==> src/rtl/counter_pkg.sv <==
// Shared types and constants for the counter subsystem (up-counter and countdown timer).
package counter_pkg;

  typedef enum logic [1:0] {
    IDLE,
    ARMED,
    EXPIRED
  } cd_state_t;

  localparam logic MODE_ONESHOT = 1'b0;
  localparam logic MODE_RELOAD  = 1'b1;

endpackage

==> src/rtl/countdown_timer.sv <==
// Loadable down-counter with terminal-count pulse; one-shot or auto-reload.
module countdown_timer
  import counter_pkg::*;
#(
  parameter int unsigned WIDTH = 5
) (
  input  logic             clk,
  input  logic             rst,
  input  logic [WIDTH-1:0] data,
  input  logic             load,
  input  logic             mode,
  input  logic             enable,
  output logic [WIDTH-1:0] count,
  output logic             tc,
  output logic             busy,
  output logic             expired
);

  localparam logic [WIDTH-1:0] CountZero = '0;
  localparam logic [WIDTH-1:0] CountOne  = WIDTH'(1);

  cd_state_t        state_q, state_d;
  logic [WIDTH-1:0] count_q, count_d;
  logic [WIDTH-1:0] reload_q, reload_d;
  logic             mode_q, mode_d;
  logic             tc_q, tc_d;

  always_comb begin
    state_d  = state_q;
    count_d  = count_q;
    reload_d = reload_q;
    mode_d   = mode_q;
    tc_d     = 1'b0;

    if (load) begin
      count_d  = data;
      reload_d = data;
      mode_d   = mode;
      if (data != CountZero) begin
        state_d = ARMED;
      end else begin
        // Zero-length timeout expires immediately, even in auto-reload.
        state_d = EXPIRED;
        tc_d    = 1'b1;
      end
    end else if (enable && (state_q == ARMED)) begin
      if (count_q > CountOne) begin
        count_d = count_q - CountOne;
      end else if (count_q == CountOne) begin
        count_d = CountZero;
        tc_d    = 1'b1;
        if (mode_q == MODE_ONESHOT) begin
          state_d = EXPIRED;
        end
      end else begin
        // Zero while armed only occurs in auto-reload: start the next period.
        count_d = reload_q;
        if (reload_q == CountZero) begin
          state_d = EXPIRED;
        end
      end
    end
  end

  always_ff @(posedge clk) begin
    if (rst) begin
      state_q  <= IDLE;
      count_q  <= CountZero;
      reload_q <= CountZero;
      mode_q   <= MODE_ONESHOT;
      tc_q     <= 1'b0;
    end else begin
      state_q  <= state_d;
      count_q  <= count_d;
      reload_q <= reload_d;
      mode_q   <= mode_d;
      tc_q     <= tc_d;
    end
  end

  assign count   = count_q;
  assign tc      = tc_q;
  assign busy    = (state_q == ARMED);
  assign expired = (state_q == EXPIRED);

endmodule
==> config.mk <==
export PLATFORM = sky130hd
export DESIGN_NAME = countdown_timer
export DESIGN_NICKNAME = d
export VERILOG_FILES = /design/src/rtl/counter_pkg.sv /design/src/rtl/countdown_timer.sv
export SDC_FILE = /design/constraint.sdc
export NUM_CORES = 1
export LEC_CHECK = 0
export ABC_CLOCK_PERIOD_IN_PS = 4300
export CAP_MARGIN = 20
export CORE_MARGIN = 1.5
export CORE_UTILIZATION = 46
export CTS_BUF_LIST = sky130_fd_sc_hd__clkbuf_4 sky130_fd_sc_hd__clkbuf_8
export DETAILED_ROUTE_END_ITERATION = 10
export HOLD_SLACK_MARGIN = 0.15
export PLACE_DENSITY = 0.75
export REMOVE_ABC_BUFFERS = 1
export SYNTH_ARGS = -nofsm -noshare
export SYNTH_HDL_FRONTEND = slang
export SYNTH_SLANG_ARGS = --single-unit
export TNS_END_PERCENT = 100
==> constraint.sdc <==
create_clock -name clk -period 4.3 [get_ports clk]
set_input_delay 0.645 -clock clk [delete_from_list [all_inputs] [get_ports clk]]
set_output_delay 0.645 -clock clk [all_outputs]
set_load 0.02 [all_outputs]
==> results of run 1 <==
state kept, by name, indices dropped and copies added (netlist names):
signal and count:
reload_q 5, tc 1, mode_q 1, count 5
state_q 2
cell type report:
| type | instances | area [um^2] |
|---|---|---|
| multi-input combinational | 60 | 447 |
| sequential | 14 | 280 |
| timing repair buffer | 17 | 170 |
| fill | 129 | 552 |
| tap | 16 | 20.0 |
| clock buffer | 4 | 36.3 |
| inverter | 5 | 18.8 |
report_power, final:
group          internal [W]  switching [W]
sequential         0.000138      0.0000105
clock             0.0000516      0.0000439
combinational     0.0000378      0.0000402
total              0.000227      0.0000946
path summary, 6_finish.rpt:
path / slack [ns] / to
setup / recovery: 2.18 / count[4]$_SDFFE_PP0N_
hold / removal: 0.52 / state_q[0]$_SDFFE_PP0P_
setup reg to reg: 2.64 / state_q[1]$_SDFFE_PP0P_
hold reg to reg: 0.52 / state_q[0]$_SDFFE_PP0P_
routing by layer:
layer,part of all wire [%],vias to the layer above,global-route usage (%)
met3,4.7,2,6.25
met2,44,21,30.9
met1,50,312,29.6
li1,-,344,-
met5,0,-,0
met4,0.85,0,6.67
kinds of logic (layout without fill, tap and decap cells):
family,Yosys count,in the layout,share of synthesized area (%)
AO/OA/AOI/OAI,20,20,22.7
XOR/XNOR,1,1,1.15
adder cells (fa/ha/maj),2,2,3.29
buffers and inverters,8,26,4.28
flip-flops,14,14,36.9
multiplexers,8,8,10.7
AND/OR/NAND/NOR,29,29,20.9
critical path: stages:
cell,delay [ns]
clkdlybuf4s50_1,1.00
nor2_1,0.26
a22oi_1,0.26
o32ai_2,0.12
synth_stat cells (2+ instances only):
| library cell | n | area share, % |
|---|---|---|
| nor2_2 | 2 | 1.6 |
| o22ai_1 | 3 | 2.5 |
| a21oi_1 | 3 | 2.0 |
| a31oi_1 | 2 | 1.6 |
| nand2_1 | 3 | 1.5 |
| nor4_1 | 2 | 1.6 |
| mux2i_1 | 7 | 9.2 |
| inv_1 | 5 | 2.5 |
| a22oi_1 | 4 | 4.0 |
| ha_1 | 2 | 3.3 |
| buf_2 | 2 | 1.3 |
| nor2_1 | 10 | 4.9 |
| dfxtp_1 | 14 | 37 |
| nor2b_1 | 3 | 2.5 |
metrics by stage:
stage / instances / utilization (%) / hold WS (ns) / setup slack [ns]
floorplan: 79 / - / 0.461 / 2.73
global placement: 112 / 61.4 / 0.476 / 1.92
detailed placement: 112 / 61.4 / 0.505 / 1.88
CTS: 116 / 63.8 / 0.527 / 2.18
global route: 116 / 63.8 / 0.551 / 2.08
finish: 116 / 63.8 / 0.523 / 2.18
==> impl_metrics.toml, run 1 <==
[cells_and_area]
antenna_cells = 0
final_nets = 113
mostFrequentLayoutCells = "clkdlybuf4s50_1, dfxtp_1, nor2_1"
drive_above_1_share_pct = 13.0
layout_commonest_cell = "clkdlybuf4s50_1"
fin_area_um2 = 972
areaGrowthSynthToFinish_pct = 28.0

[synth]
async_flop_share_pct = 0
synth_cells = 82
synth_edf_count = 0
ys_ff_latch = 14
ys_types = 34
ys_warn_count = 0
synthFlopType = "dfxtp_1"
syn_area_um2 = 759
syn_avg_cell_area_um2 = 9.26
yosysSeqAreaShare_pct = 36.9

[outcome]
status = "finished, final reports clean"

[cts]
htree_num_levels = 1
cts_tree = "built"
clockBufferDepth = 2
clkSlewWorstSetupHoldPaths_ns = 0.08
post_cts_resized = 0
cts.sinks = 14
cts_setup_buffers = 0
numCtsBuffers = 3
root_buffer = "clkbuf_4"
clk_latency_ns = 0.29
holdBufCountCts = 0

[place]
gp_congestion = 0.919
portBuffers = 17
postPlaceCellArea_um2 = 936
dp_hpwl_um = 1320

[sta]
fin_tns_setup_ns = 0
period_needed_ns = 2.12
relSlewSlack_pct = 46.0
setup_viol = 0
drv_slew = 0
grt_setup_unrepaired = "false"
worst_slew_pin_slew_ns = 0.808
finClkSkew_ns = 0.00132
timing.fmax_mhz = 471
finalHoldViolations = 0
period_share_pct = 49.4

[routing]
dr.pass1.iters = 4
avgViaCountPerCell = 5.85
wl_um = 1760
ant_nets = 0
routedWlPerCell_um = 15.2
vias = 679
drtIter0Drc = 11
drc_errors = 0

[floorplan]
num_rows = 14
die_h_um = 43.6
core-area_um2 = 1520
die_width_um = 43.6
start_util_pct = 49.8
boundaryPins = 18
die-area_um2 = 1900

[setup_path]
cp-start-kind = "input port"
worstPathRequired_ns = 4.46
startpoint = "load"
crit_fanout = 17
critPathKind = "in2reg"
r2r_cells = 6
end_kind = "register"
rr_startpoint = "count[1]$_SDFFE_PP0N_"
arrival_ns = 2.28

[pwr]
power.density_nw_per_um2 = 331
irDropWorstVdd_mv = 0.220
power_leakage_nw = 0.387
total_power_w = 0.000322

[global_route]
grt_first_pass_wirelength_um = 2950
grt_max_degree = 18
grt_pass1_vias = 636
antenna_found_initial = 0
gr-total-overflow = 0
track_usage_pct = 21.1

[flow_run]
cap_violations = 0

[worst_hold_path]
hp-start = "state_q[0]$_SDFFE_PP0P_"
hold_depth = 2
hold_class = "reg2reg"
Power figures use the tool's default switching activity.
==> inputs of run 2 (changes only) <==
ABC_CLOCK_PERIOD_IN_PS = 1700   (was 4300)
CORE_UTILIZATION = 45   (was 46)
PLACE_DENSITY = 0.76   (was 0.75)
clock period = 1.7 ns   (was 4.3 ns; I/O delays follow)
==> run 2 against run 1 <==
Worst setup slack lost 2.1 ns. Clock power up 87%. Die area rose by 2.1%. Sequential share of layout area shrank 0.51 points. Global-route usage grew 0.44 points. Register-to-register slack got worse by 2.4 ns. Critical endpoint is now count[3].
==> impl_metrics.toml, run 2 (synthesized netlist as in run 1, its figures left out) <==
[outcome]
status = "finished, final reports clean"

[setup_path]
critPathKind = "reg2out"
cp-start-kind = "register"
cp_top_family = "buffers and inverters"
path_buf_inv = 1
crit_fanout = 6
arrival_ns = 1.36
startpoint = "count[3]$_SDFFE_PP0N_"
critical_path.max_stage_delay_ns = 0.64
rr_startpoint = "count[0]$_SDFFE_PP0N_"
worstPathCellList = "clkdlybuf4s50_1"
cp_slowest_cell = "clkdlybuf4s50_1"
end_kind = "output pin"
worstPathRequired_ns = 1.44

[cts]
holdBufCountCts = 0
clockBufferDepth = 2
root_buffer = "clkbuf_4"
cts.sinks = 14
cts_tree = "built"
htree_num_levels = 1
clkSlewWorstSetupHoldPaths_ns = 0.07
clk_latency_ns = 0.27
numCtsBuffers = 3

[cells_and_area]
layout_commonest_cell = "clkdlybuf4s50_1"
antenna_cells = 0
seqCellArea_um2 = 283
n_fill_cell = 138
fin_util_pct = 64.8
drive_above_1_share_pct = 17.5
mostFrequentLayoutCells = "clkdlybuf4s50_1, dfxtp_1, nor2_1"
final_nets = 117
layout.cells.non_filler = 119
areaGrowthSynthToFinish_pct = 31.5
multi_input_area_um2 = 447
fin_area_um2 = 998

[pwr]
power.density_nw_per_um2 = 757
irDropWorstVdd_mv = 0.528
power_leakage_nw = 0.446

[global_route]
grt_first_pass_wirelength_um = 3020
gr-total-overflow = 0
antenna_found_initial = 0
track_usage_pct = 21.5
grt_pass1_vias = 654
grt_max_degree = 16

[routing]
routedWlPerCell_um = 14.6
vias = 714
drc_errors = 0
ant_nets = 0
drtIter0Drc = 18
wl_um = 1740
dr.pass1.iters = 4
avgViaCountPerCell = 6.00

[sta]
drv_slew = 0
finClkSkew_ns = 0.000417
worst_slew_pin_slew_ns = 0.421
relSlewSlack_pct = 71.8
finalHoldViolations = 0
setup_viol = 0
period_share_pct = 94.7
timing.fmax_mhz = 621
period_needed_ns = 1.61
fin_tns_setup_ns = 0
grt_setup_unrepaired = "false"

[flow_run]
cap_violations = 0

[floorplan]
num_rows = 14
core-area_um2 = 1540
boundaryPins = 18
die_h_um = 44.1
die_width_um = 44.1
start_util_pct = 49.3
die-area_um2 = 1940

[place]
dp_hpwl_um = 1340
postPlaceCellArea_um2 = 966
place_inst = 116
portBuffers = 17
gp_congestion = 0.818

[worst_hold_path]
hp-start = "state_q[0]$_SDFFE_PP0P_"
hold_class = "reg2reg"
[run 2: final cells by class]
class / count / area share [%]
clock buffers: 3 / 2.26
inverters: 5 / 1.88
multi-input cells: 60 / 44.7
flip-flops and latches: 14 / 28.3
well taps: 16 / 2.01
repair buffers: 21 / 20.8
[run 2: through the flow]
stage	setup slack (ns)	total power, W	hold slack [ns]
6_report	0.0897	0.000756	0.509
5_1_grt	0.0351	0.000805	0.551
4_1_cts	0.0160	0.000761	0.513
3_5_place_dp	0.0166	0.000583	0.500
3_3_place_gp	0.0546	0.000579	0.486
2_1_floorplan	0.133	0.000493	0.321
[run 2: final timing paths]
check,end,slack (ns),depth (start not counted)
worst max-delay path,count[3],0.09,1
worst min-delay path,state_q[0]$_SDFFE_PP0P_,0.51,2
worst max register to register,state_q[0]$_SDFFE_PP0P_,0.24,5
worst min register to register,state_q[0]$_SDFFE_PP0P_,0.51,2
[run 2: layer usage]
layer / GRT usage [%] / up-vias / share of wire [%] / wire length (um)
li1: - / 355 / - / -
met1: 27.6 / 328 / 44 / 772
met2: 36.5 / 26 / 48 / 842
met3: 2.45 / 5 / 5.7 / 99
met4: 9.09 / 0 / 1.7 / 30
met5: 0 / - / 0 / 0
[run 2: tightest hold or removal path, delay by kind of cell, from the launching register on]
family / cells / cell delay, ns
AO/OA/AOI/OAI: 1 / 0.05
flip-flops: 1 / 0.33
AND/OR/NAND/NOR: 1 / 0.08
[run 2: repair_timing]
action,4_1_cts,5_1_grt
endpoints found under the setup margin,0,6
buffers inserted,0,0
gates resized for setup,0,5
[run 2: power breakdown]
group,total (W),internal [W],switching (W)
sequential,0.000373,0.000349,0.0000239
clock,0.000179,0.0000821,0.0000968
combinational,0.000203,0.000101,0.000103
total,0.000756,0.000532,0.000224
==> inputs of run 3 (changes only) <==
HOLD_SLACK_MARGIN = 0.05   (was 0.15)
==> results of run 3 <==
No change in the layout: final DEF, timing and power equal those of run 2.
